`config.mk`:
```
export PLATFORM = sky130hd
export DESIGN_NAME = movavg_crossing_detector
export DESIGN_NICKNAME = d
export VERILOG_FILES = /design/src/rtl/movavg_pkg.sv /design/src/rtl/movavg_event_fifo.sv /design/src/rtl/movavg_crossing_detector.sv
export SDC_FILE = /design/constraint.sdc
export NUM_CORES = 1
export LEC_CHECK = 0
export ABC_AREA = 1
export CAP_MARGIN = 10
export CORE_UTILIZATION = 30
export CTS_BUF_LIST = sky130_fd_sc_hd__clkbuf_4
export CTS_CLUSTER_DIAMETER = 150
export CTS_CLUSTER_SIZE = 8
export DETAILED_ROUTE_END_ITERATION = 16
export PLACE_DENSITY_LB_ADDON = 0.1
export SLEW_MARGIN = 20
export SYNTH_ARGS = -nofsm -noshare
export SYNTH_HDL_FRONTEND = slang
export SYNTH_HIERARCHICAL = 1
export SYNTH_SLANG_ARGS = --single-unit
```
`constraint.sdc`:
```
create_clock -name system1000 -period 6.3 [get_ports system1000]
set_input_delay 1.26 -clock system1000 [delete_from_list [all_inputs] [get_ports system1000]]
set_output_delay 1.26 -clock system1000 [all_outputs]
set_load 0.01 [all_outputs]
```
`src/rtl/movavg_pkg.sv`:
```
// Shared types and defaults for the moving-average crossing detector.
package movavg_pkg;

    typedef enum logic [1:0] {
        ST_LOW,
        ST_ARM_HI,
        ST_HIGH,
        ST_ARM_LO
    } state_e;

    localparam int unsigned VAL_W    = 8;
    localparam int unsigned DEF_TS_W = 16;

    localparam logic signed [VAL_W-1:0] DEF_HI_THRESH = 8'sd32;
    localparam logic signed [VAL_W-1:0] DEF_LO_THRESH = -8'sd32;

    // Event record layout, MSB first: {dir, ts, value}
    function automatic int unsigned evt_width(input int unsigned ts_w);
        return 1 + ts_w + VAL_W;
    endfunction

endpackage

```
`src/rtl/movavg_event_fifo.sv`:
```
// Small register-based event FIFO; pointers carry one extra wrap bit for full/empty.
module movavg_event_fifo #(
    parameter int unsigned WIDTH = 8,
    parameter int unsigned DEPTH = 4
) (
    input  logic             clk,
    input  logic             rst_n,
    input  logic             push_i,
    input  logic             pop_i,
    input  logic [WIDTH-1:0] din_i,
    output logic [WIDTH-1:0] dout_o,
    output logic             full_o,
    output logic             empty_o
);

    localparam int unsigned AW = $clog2(DEPTH);
    localparam int unsigned PW = AW + 1;

    logic [PW-1:0]    wr_ptr_q, wr_ptr_d;
    logic [PW-1:0]    rd_ptr_q, rd_ptr_d;
    logic [WIDTH-1:0] mem_q [DEPTH];
    logic             do_push;
    logic             do_pop;

    // A full FIFO still accepts a push when the head leaves in the same cycle
    always_comb begin
        empty_o  = (wr_ptr_q == rd_ptr_q);
        full_o   = (wr_ptr_q[AW] != rd_ptr_q[AW]) &&
                   (wr_ptr_q[AW-1:0] == rd_ptr_q[AW-1:0]);
        do_pop   = pop_i & ~empty_o;
        do_push  = push_i & (~full_o | do_pop);
        wr_ptr_d = wr_ptr_q + PW'(do_push);
        rd_ptr_d = rd_ptr_q + PW'(do_pop);
        dout_o   = mem_q[rd_ptr_q[AW-1:0]];
    end

    always_ff @(posedge clk or negedge rst_n) begin
        if (!rst_n) begin
            wr_ptr_q <= '0;
            rd_ptr_q <= '0;
            for (int i = 0; i < int'(DEPTH); i++) begin
                mem_q[i] <= '0;
            end
        end else begin
            wr_ptr_q <= wr_ptr_d;
            rd_ptr_q <= rd_ptr_d;
            if (do_push) begin
                mem_q[wr_ptr_q[AW-1:0]] <= din_i;
            end
        end
    end

endmodule

```
`src/rtl/movavg_crossing_detector.sv`:
```
// Hysteresis comparator with hold filter; timestamps confirmed crossings into an event FIFO.
module movavg_crossing_detector
    import movavg_pkg::*;
#(
    parameter logic signed [7:0] HI_THRESH   = DEF_HI_THRESH,
    parameter logic signed [7:0] LO_THRESH   = DEF_LO_THRESH,
    parameter int unsigned       HOLD_CYCLES = 4,
    parameter int unsigned       FIFO_DEPTH  = 4,
    parameter int unsigned       TS_WIDTH    = DEF_TS_W
) (
    input  logic                      system1000,
    input  logic                      system1000_rstn,
    input  logic signed [VAL_W-1:0]   avg_i,
    output logic                      evt_valid_o,
    input  logic                      evt_ready_i,
    output logic                      evt_dir_o,
    output logic [TS_WIDTH-1:0]       evt_ts_o,
    output logic signed [VAL_W-1:0]   evt_value_o,
    output logic                      level_o,
    output logic                      overflow_o
);

    localparam int unsigned CNT_W = $clog2(HOLD_CYCLES + 1);
    localparam int unsigned EVT_W = evt_width(TS_WIDTH);
    localparam logic [CNT_W-1:0] HOLD_N = CNT_W'(HOLD_CYCLES);

    if (LO_THRESH >= HI_THRESH) begin : g_bad_thresh
        $error("LO_THRESH must be below HI_THRESH");
    end
    if (HOLD_CYCLES < 1 || HOLD_CYCLES > 255) begin : g_bad_hold
        $error("HOLD_CYCLES must be in 1..255");
    end
    if (FIFO_DEPTH < 2 || (FIFO_DEPTH & (FIFO_DEPTH - 1)) != 0) begin : g_bad_depth
        $error("FIFO_DEPTH must be a power of two >= 2");
    end

    state_e              state_q, state_d;
    logic [CNT_W-1:0]    cnt_q, cnt_d;
    logic [CNT_W-1:0]    cnt_inc;
    logic [TS_WIDTH-1:0] ts_q, ts_d;
    logic                level_q, level_d;
    logic                ovf_q, ovf_d;
    logic                qual_hi, qual_lo;
    logic                push, push_dir;
    logic                fifo_push, fifo_pop, fifo_full, fifo_empty;
    logic [EVT_W-1:0]    push_data, head_data;

    // Next-state, hold counter and event generation
    always_comb begin
        state_d  = state_q;
        cnt_d    = cnt_q;
        push     = 1'b0;
        push_dir = 1'b0;
        qual_hi  = (avg_i >= HI_THRESH);
        qual_lo  = (avg_i <= LO_THRESH);
        cnt_inc  = cnt_q + CNT_W'(1);

        case (state_q)
            ST_LOW: begin
                if (qual_hi) begin
                    if (HOLD_N == CNT_W'(1)) begin
                        state_d  = ST_HIGH;
                        cnt_d    = '0;
                        push     = 1'b1;
                        push_dir = 1'b1;
                    end else begin
                        state_d = ST_ARM_HI;
                        cnt_d   = CNT_W'(1);
                    end
                end
            end
            ST_ARM_HI: begin
                if (!qual_hi) begin
                    state_d = ST_LOW;
                    cnt_d   = '0;
                end else if (cnt_inc == HOLD_N) begin
                    state_d  = ST_HIGH;
                    cnt_d    = '0;
                    push     = 1'b1;
                    push_dir = 1'b1;
                end else begin
                    cnt_d = cnt_inc;
                end
            end
            ST_HIGH: begin
                if (qual_lo) begin
                    if (HOLD_N == CNT_W'(1)) begin
                        state_d = ST_LOW;
                        cnt_d   = '0;
                        push    = 1'b1;
                    end else begin
                        state_d = ST_ARM_LO;
                        cnt_d   = CNT_W'(1);
                    end
                end
            end
            ST_ARM_LO: begin
                if (!qual_lo) begin
                    state_d = ST_HIGH;
                    cnt_d   = '0;
                end else if (cnt_inc == HOLD_N) begin
                    state_d = ST_LOW;
                    cnt_d   = '0;
                    push    = 1'b1;
                end else begin
                    cnt_d = cnt_inc;
                end
            end
            default: begin
                state_d = ST_LOW;
                cnt_d   = '0;
            end
        endcase

        level_d   = (state_d == ST_HIGH) || (state_d == ST_ARM_LO);
        ts_d      = ts_q + TS_WIDTH'(1);
        push_data = {push_dir, ts_q, avg_i};
        fifo_pop  = ~fifo_empty & evt_ready_i;
        fifo_push = push & (~fifo_full | fifo_pop);
        ovf_d     = ovf_q | (push & fifo_full & ~fifo_pop);
    end

    always_ff @(posedge system1000 or negedge system1000_rstn) begin
        if (!system1000_rstn) begin
            state_q <= ST_LOW;
            cnt_q   <= '0;
            ts_q    <= '0;
            level_q <= 1'b0;
            ovf_q   <= 1'b0;
        end else begin
            state_q <= state_d;
            cnt_q   <= cnt_d;
            ts_q    <= ts_d;
            level_q <= level_d;
            ovf_q   <= ovf_d;
        end
    end

    movavg_event_fifo #(
        .WIDTH (EVT_W),
        .DEPTH (FIFO_DEPTH)
    ) u_fifo (
        .clk     (system1000),
        .rst_n   (system1000_rstn),
        .push_i  (fifo_push),
        .pop_i   (fifo_pop),
        .din_i   (push_data),
        .dout_o  (head_data),
        .full_o  (fifo_full),
        .empty_o (fifo_empty)
    );

    // Event outputs come straight from the registered FIFO head
    always_comb begin
        evt_valid_o                          = ~fifo_empty;
        {evt_dir_o, evt_ts_o, evt_value_o}   = head_data;
        level_o                              = level_q;
        overflow_o                           = ovf_q;
    end

endmodule

```
==> impl.org <==
** STA
- On the final layout, the worst clock skew is 0.01777 ns.
- Setup Total Neg Slack :: 0 ns
- The worst path in the final design needs a cycle of 4.035 ns, including I/O delays and setup.
- The number of pins with negative max-slew slack in the final report came to 0.
- Worst slew margin relative to its limit :: 28.62%
- At the pin with the least slew margin, the transition time is 1.069 ns.
- Final period utilization :: 64.05%
- Setup-violating endpoint count in the final report :: 0
- Setup repair after global routing left no endpoint under its margin.
- The number of hold-slack violations in the final timing report is 0.
- Achievable clock frequency :: 247.8 MHz

** Logic synthesis
- After technology mapping, the gate count stands at 769.
- Counting flops and latches in the post-synthesis netlist gives 129.
- For this run, the leading register cell type out of synthesis is sky130_fd_sc_hd__dfrtp_1.
- Number of distinct library cell variants in the gate-level netlist after synthesis :: 30
- Summed over its instances, the top area cell type makes up 51.01% of the synthesized netlist area.
- The cell area that synthesis handed to floorplanning was 6329 µm².
- The number of nets in the synthesized netlist is 787.
- Of the synthesized area, sequential elements account for 51.01%.
- Of all flip-flops after synthesis, the portion carrying an async set or reset was 100.0%.
- Synthesis warning total :: 6
- Mapped Avg Cell Area :: 8.230 µm²
- Counting flops with a built-in enable in the synthesized netlist gives 0.
- Top cell type by total area after synthesis :: sky130_fd_sc_hd__dfrtp_1
- By area the synthesized netlist is led by sky130_fd_sc_hd__dfrtp_1 (51%), sky130_fd_sc_hd__nand2_1 (14%), sky130_fd_sc_hd__nand4_1 (10%), sky130_fd_sc_hd__nor2_1 (4.2%), sky130_fd_sc_hd__o21ai_0 (2.7%).

** Floorplan
- Horizontal extent of the die :: 147.2 µm
- I/O pin count :: 39
- Die area :: 21680 µm²
- The floorplan step defined a core boundary enclosing 20430 µm².
- The initial utilization of the core area, before any placement, comes to 30.98%.
- Row count :: 52
- Die outline height :: 147.2 µm

** Critical path
- The slowest stage of the critical path is the sky130_fd_sc_hd__inv_2 cell.
- The worst setup path is launched from a register.
- Critical path's largest stage delay :: 0.77 ns
- Data on the critical path arrives at its endpoint at 2.78 ns.
- Along the worst path, the maximum fanout reaches 50.
- Required time worst endpoint :: 5.04 ns
- Class of the most critical setup path :: register to primary output
- STA classifies the critical path endpoint as a primary output.
- The signal on the critical path passes through inv_2 -> nor2_1 -> o22ai_1 -> clkdlybuf4s50_1.

** Clock network
- Number of buffers inserted by hold repair at cts :: 0
- The tree built by TritonCTS fans out to 129 sinks.
- Clock tree root buffer cell :: sky130_fd_sc_hd__clkbuf_4
- Post-CTS Resized :: 0
- TritonCTS Buffers :: 17
- The H-tree generated during clock tree synthesis spans 4 levels.
- Post-CTS Setup Inserts :: 0
- For the worst-skew pair, the clock arrives at the later sink with an insertion delay of 0.54 ns.
- Clock tree from TritonCTS :: yes
- The clock passes through at most 2 buffers.
- After clock tree synthesis, the clock-pin slew on the worst setup and hold paths is 0.11 ns.

** Drt
- The detail route stage leaves a number of antenna-violating nets equal to 0.
- Post-detailed-route wirelength per cell :: 17.85 µm
- After detailed routing, the number of vias per cell comes to 5.150.
- Drt initial violations :: 407
- DRT Wirelength :: 19020 µm
- After detailed routing, the number of remaining DRC violations is 0.
- The final route contains 5485 vias.
- Before antenna repair, the detailed router went through 5 iterations.

** Power
- The worst-case IR drop observed on VDD is 232.5 µV.
- Per report_power, the combinational group accounts for 38.1% of the total.
- For this design the ratio of total power to cell area is 341.9 nW/µm².
- Pint :: 1.551 mW
- The clock network burns 26.9% of the power.
- Pleak :: 3.657 nW
- The analysis attributes to net switching a power of 910.2 µW.
- Net switching share of the total power :: 36.99%
- Per report_power, the sequential group accounts for 35.0% of the total.

** Finish
- Across the whole layout, storage elements account for 3228 µm².
- The multi-input combinational cells in the finished layout cover a total of 2705 µm².
- Once layout is done, the placed cells without fillers occupy 7198 µm².
- Fill cells in the final layout number 2099.
- Area Overhead vs Synth :: 13.74%
- After the last flow step, the layout net total stands at 799.
- Cells with a size suffix above 1 make up 7.188% of the layout.

** Placed design
- The HPWL after detailed placement is 10340 µm.
- Routability-driven placement congestion ratio :: 0.7684
- Cell area after placement :: 6867 µm²
- Number of I/O port buffers :: 38

** Global route
- The number of global-route vias before repair was 5447.
- The number of antenna violations at the first check in global routing is 1.
- The first global-routing pass estimated 30900 µm of wire.
- Pin count of the biggest net entering global routing :: 100
- For this run, the total global-route usage over all layers was measured as 18.57%.
- For this run the aggregate overflow at the end of global routing stands at 0.

** Hold path
- The worst hold path belongs to the class register to register.

** Job
- Max-cap violations in this run came to 0.

** Status
- Run status :: finished, final reports clean
synthesized netlist by cell type (2+ instances only):
cell / n
sky130_fd_sc_hd__nand2_1: 243
sky130_fd_sc_hd__dfrtp_1: 129
sky130_fd_sc_hd__nand4_1: 101
sky130_fd_sc_hd__nor2_1: 71
sky130_fd_sc_hd__o21ai_0: 34
sky130_fd_sc_hd__inv_1: 33
sky130_fd_sc_hd__clkbuf_1: 27
sky130_fd_sc_hd__o22ai_1: 25
sky130_fd_sc_hd__o21ai_1: 20
sky130_fd_sc_hd__buf_2: 14
sky130_fd_sc_hd__xor2_1: 12
sky130_fd_sc_hd__nand3_1: 11
sky130_fd_sc_hd__buf_4: 9
sky130_fd_sc_hd__ha_1: 7
sky130_fd_sc_hd__inv_2: 5
sky130_fd_sc_hd__nand3_2: 5
sky130_fd_sc_hd__buf_1: 4
sky130_fd_sc_hd__xnor2_1: 4
sky130_fd_sc_hd__a21oi_1: 3
sky130_fd_sc_hd__nand3b_1: 2
metrics by stage:
| step | total power [mW] | utilization (%) | hold WS (ns) | instances | setup slack, ns |
|---|---|---|---|---|---|
| final | 2.461 | 35.23 | 0.4728 | 1065 | 2.265 |
| after global routing | 2.610 | 35.23 | 0.4991 | 1065 | 2.044 |
| after CTS | 2.503 | 35.19 | 0.4793 | 1063 | 2.167 |
| after detailed placement | 1.828 | 33.61 | 0.4492 | 1032 | 1.919 |
| after global placement | 1.825 | 33.61 | 0.4483 | 1032 | 2.059 |
| after floorplan | 1.407 | - | 0.4366 | 769 | 3.179 |
layout make-up:
type / instances / area share [%]
clock inverter: 14 / 2.712
tap: 270 / 4.693
multi-input combinational: 547 / 37.58
antenna: 2 / 0.06953
inverter: 38 / 1.982
sequential: 129 / 44.85
timing repair buffer: 48 / 6.345
clock buffer: 17 / 1.773
power groups by stage:
stage	clock (mW)	sequential, mW	combinational, mW
final	0.662	0.861	0.937
after global routing	0.724	0.864	1.02
after CTS	0.688	0.861	0.954
after detailed placement	0	0.877	0.950
after global placement	0	0.877	0.948
after floorplan	0	0.877	0.530
placed cells by master (no fill, tap or decap), types with 2 or more instances in the layout:
master,count
sky130_fd_sc_hd__o22ai_1,25
sky130_fd_sc_hd__clkinv_1,4
sky130_fd_sc_hd__inv_2,5
sky130_fd_sc_hd__nor2_1,68
sky130_fd_sc_hd__dfrtp_1,129
sky130_fd_sc_hd__xor2_1,12
sky130_fd_sc_hd__clkinvlp_4,2
sky130_fd_sc_hd__o21ai_0,34
sky130_fd_sc_hd__o21ai_1,20
sky130_fd_sc_hd__nand2_1,243
sky130_fd_sc_hd__ha_1,7
sky130_fd_sc_hd__buf_4,10
sky130_fd_sc_hd__nand3_1,11
sky130_fd_sc_hd__diode_2,2
sky130_fd_sc_hd__nand4_1,101
sky130_fd_sc_hd__a21oi_1,3
sky130_fd_sc_hd__inv_1,33
sky130_fd_sc_hd__nor2_2,4
sky130_fd_sc_hd__nand3b_1,2
sky130_fd_sc_hd__xnor2_1,4
sky130_fd_sc_hd__bufinv_16,5
sky130_fd_sc_hd__clkbuf_4,17
sky130_fd_sc_hd__clkdlybuf4s50_1,37
sky130_fd_sc_hd__nand3_2,5
sky130_fd_sc_hd__clkinv_2,3
final timing paths:
| kind | startpoint | endpoint | slack [ns] | cells after the start |
|---|---|---|---|---|
| min in group asynchronous | system1000_rstn | u_fifo/mem_q[31] | 0.76 | 1 |
| setup reg to reg | u_fifo/rd_ptr_q[0] | u_fifo/mem_q[23] | 2.79 | 10 |
| hold reg to reg | overflow_o | overflow_o | 0.47 | 2 |
| setup / recovery | u_fifo/rd_ptr_q[0] | evt_ts_o[7] | 2.26 | 4 |
| hold / removal | overflow_o | overflow_o | 0.47 | 2 |
| max in group asynchronous | system1000_rstn | ts_q[10] | 4.35 | 2 |
logic make-up after synthesis:
| kind of cell | synth area share (%) |
|---|---|
| flops | 51.01 |
| simple gates | 31.48 |
| xor+xnor | 2.471 |
| fa+ha+maj | 1.384 |
| buf+inv | 6.445 |
| compound gates | 7.216 |
worst max-delay path, delay by kind of cell (launching register included):
kind,cells,cell delay (ns)
AND/OR/NAND/NOR,1,0.09
AO/OA/AOI/OAI,1,0.34
flip-flops,1,0.40
buffers and inverters,2,1.38
metal layers:
| layer | global-route usage, % | vias up | share of wire, % |
|---|---|---|---|
| met5 | 0 | - | 0 |
| met4 | 4.691 | 0 | 1.1 |
| met3 | 3.758 | 14 | 4.1 |
| met2 | 30.61 | 126 | 48 |
| met1 | 24.83 | 2729 | 46 |
| li1 | - | 2616 | - |
flip-flops by register name, indices dropped and copies added, names as in the netlist:
signal,flops
ts_q,16
state_q,2
u_fifo/wr_ptr_q,3
level_o,1
cnt_q,3
u_fifo/rd_ptr_q,3
overflow_o,1
u_fifo/mem_q,100
No activity file was read; power rests on OpenSTA's default activity.
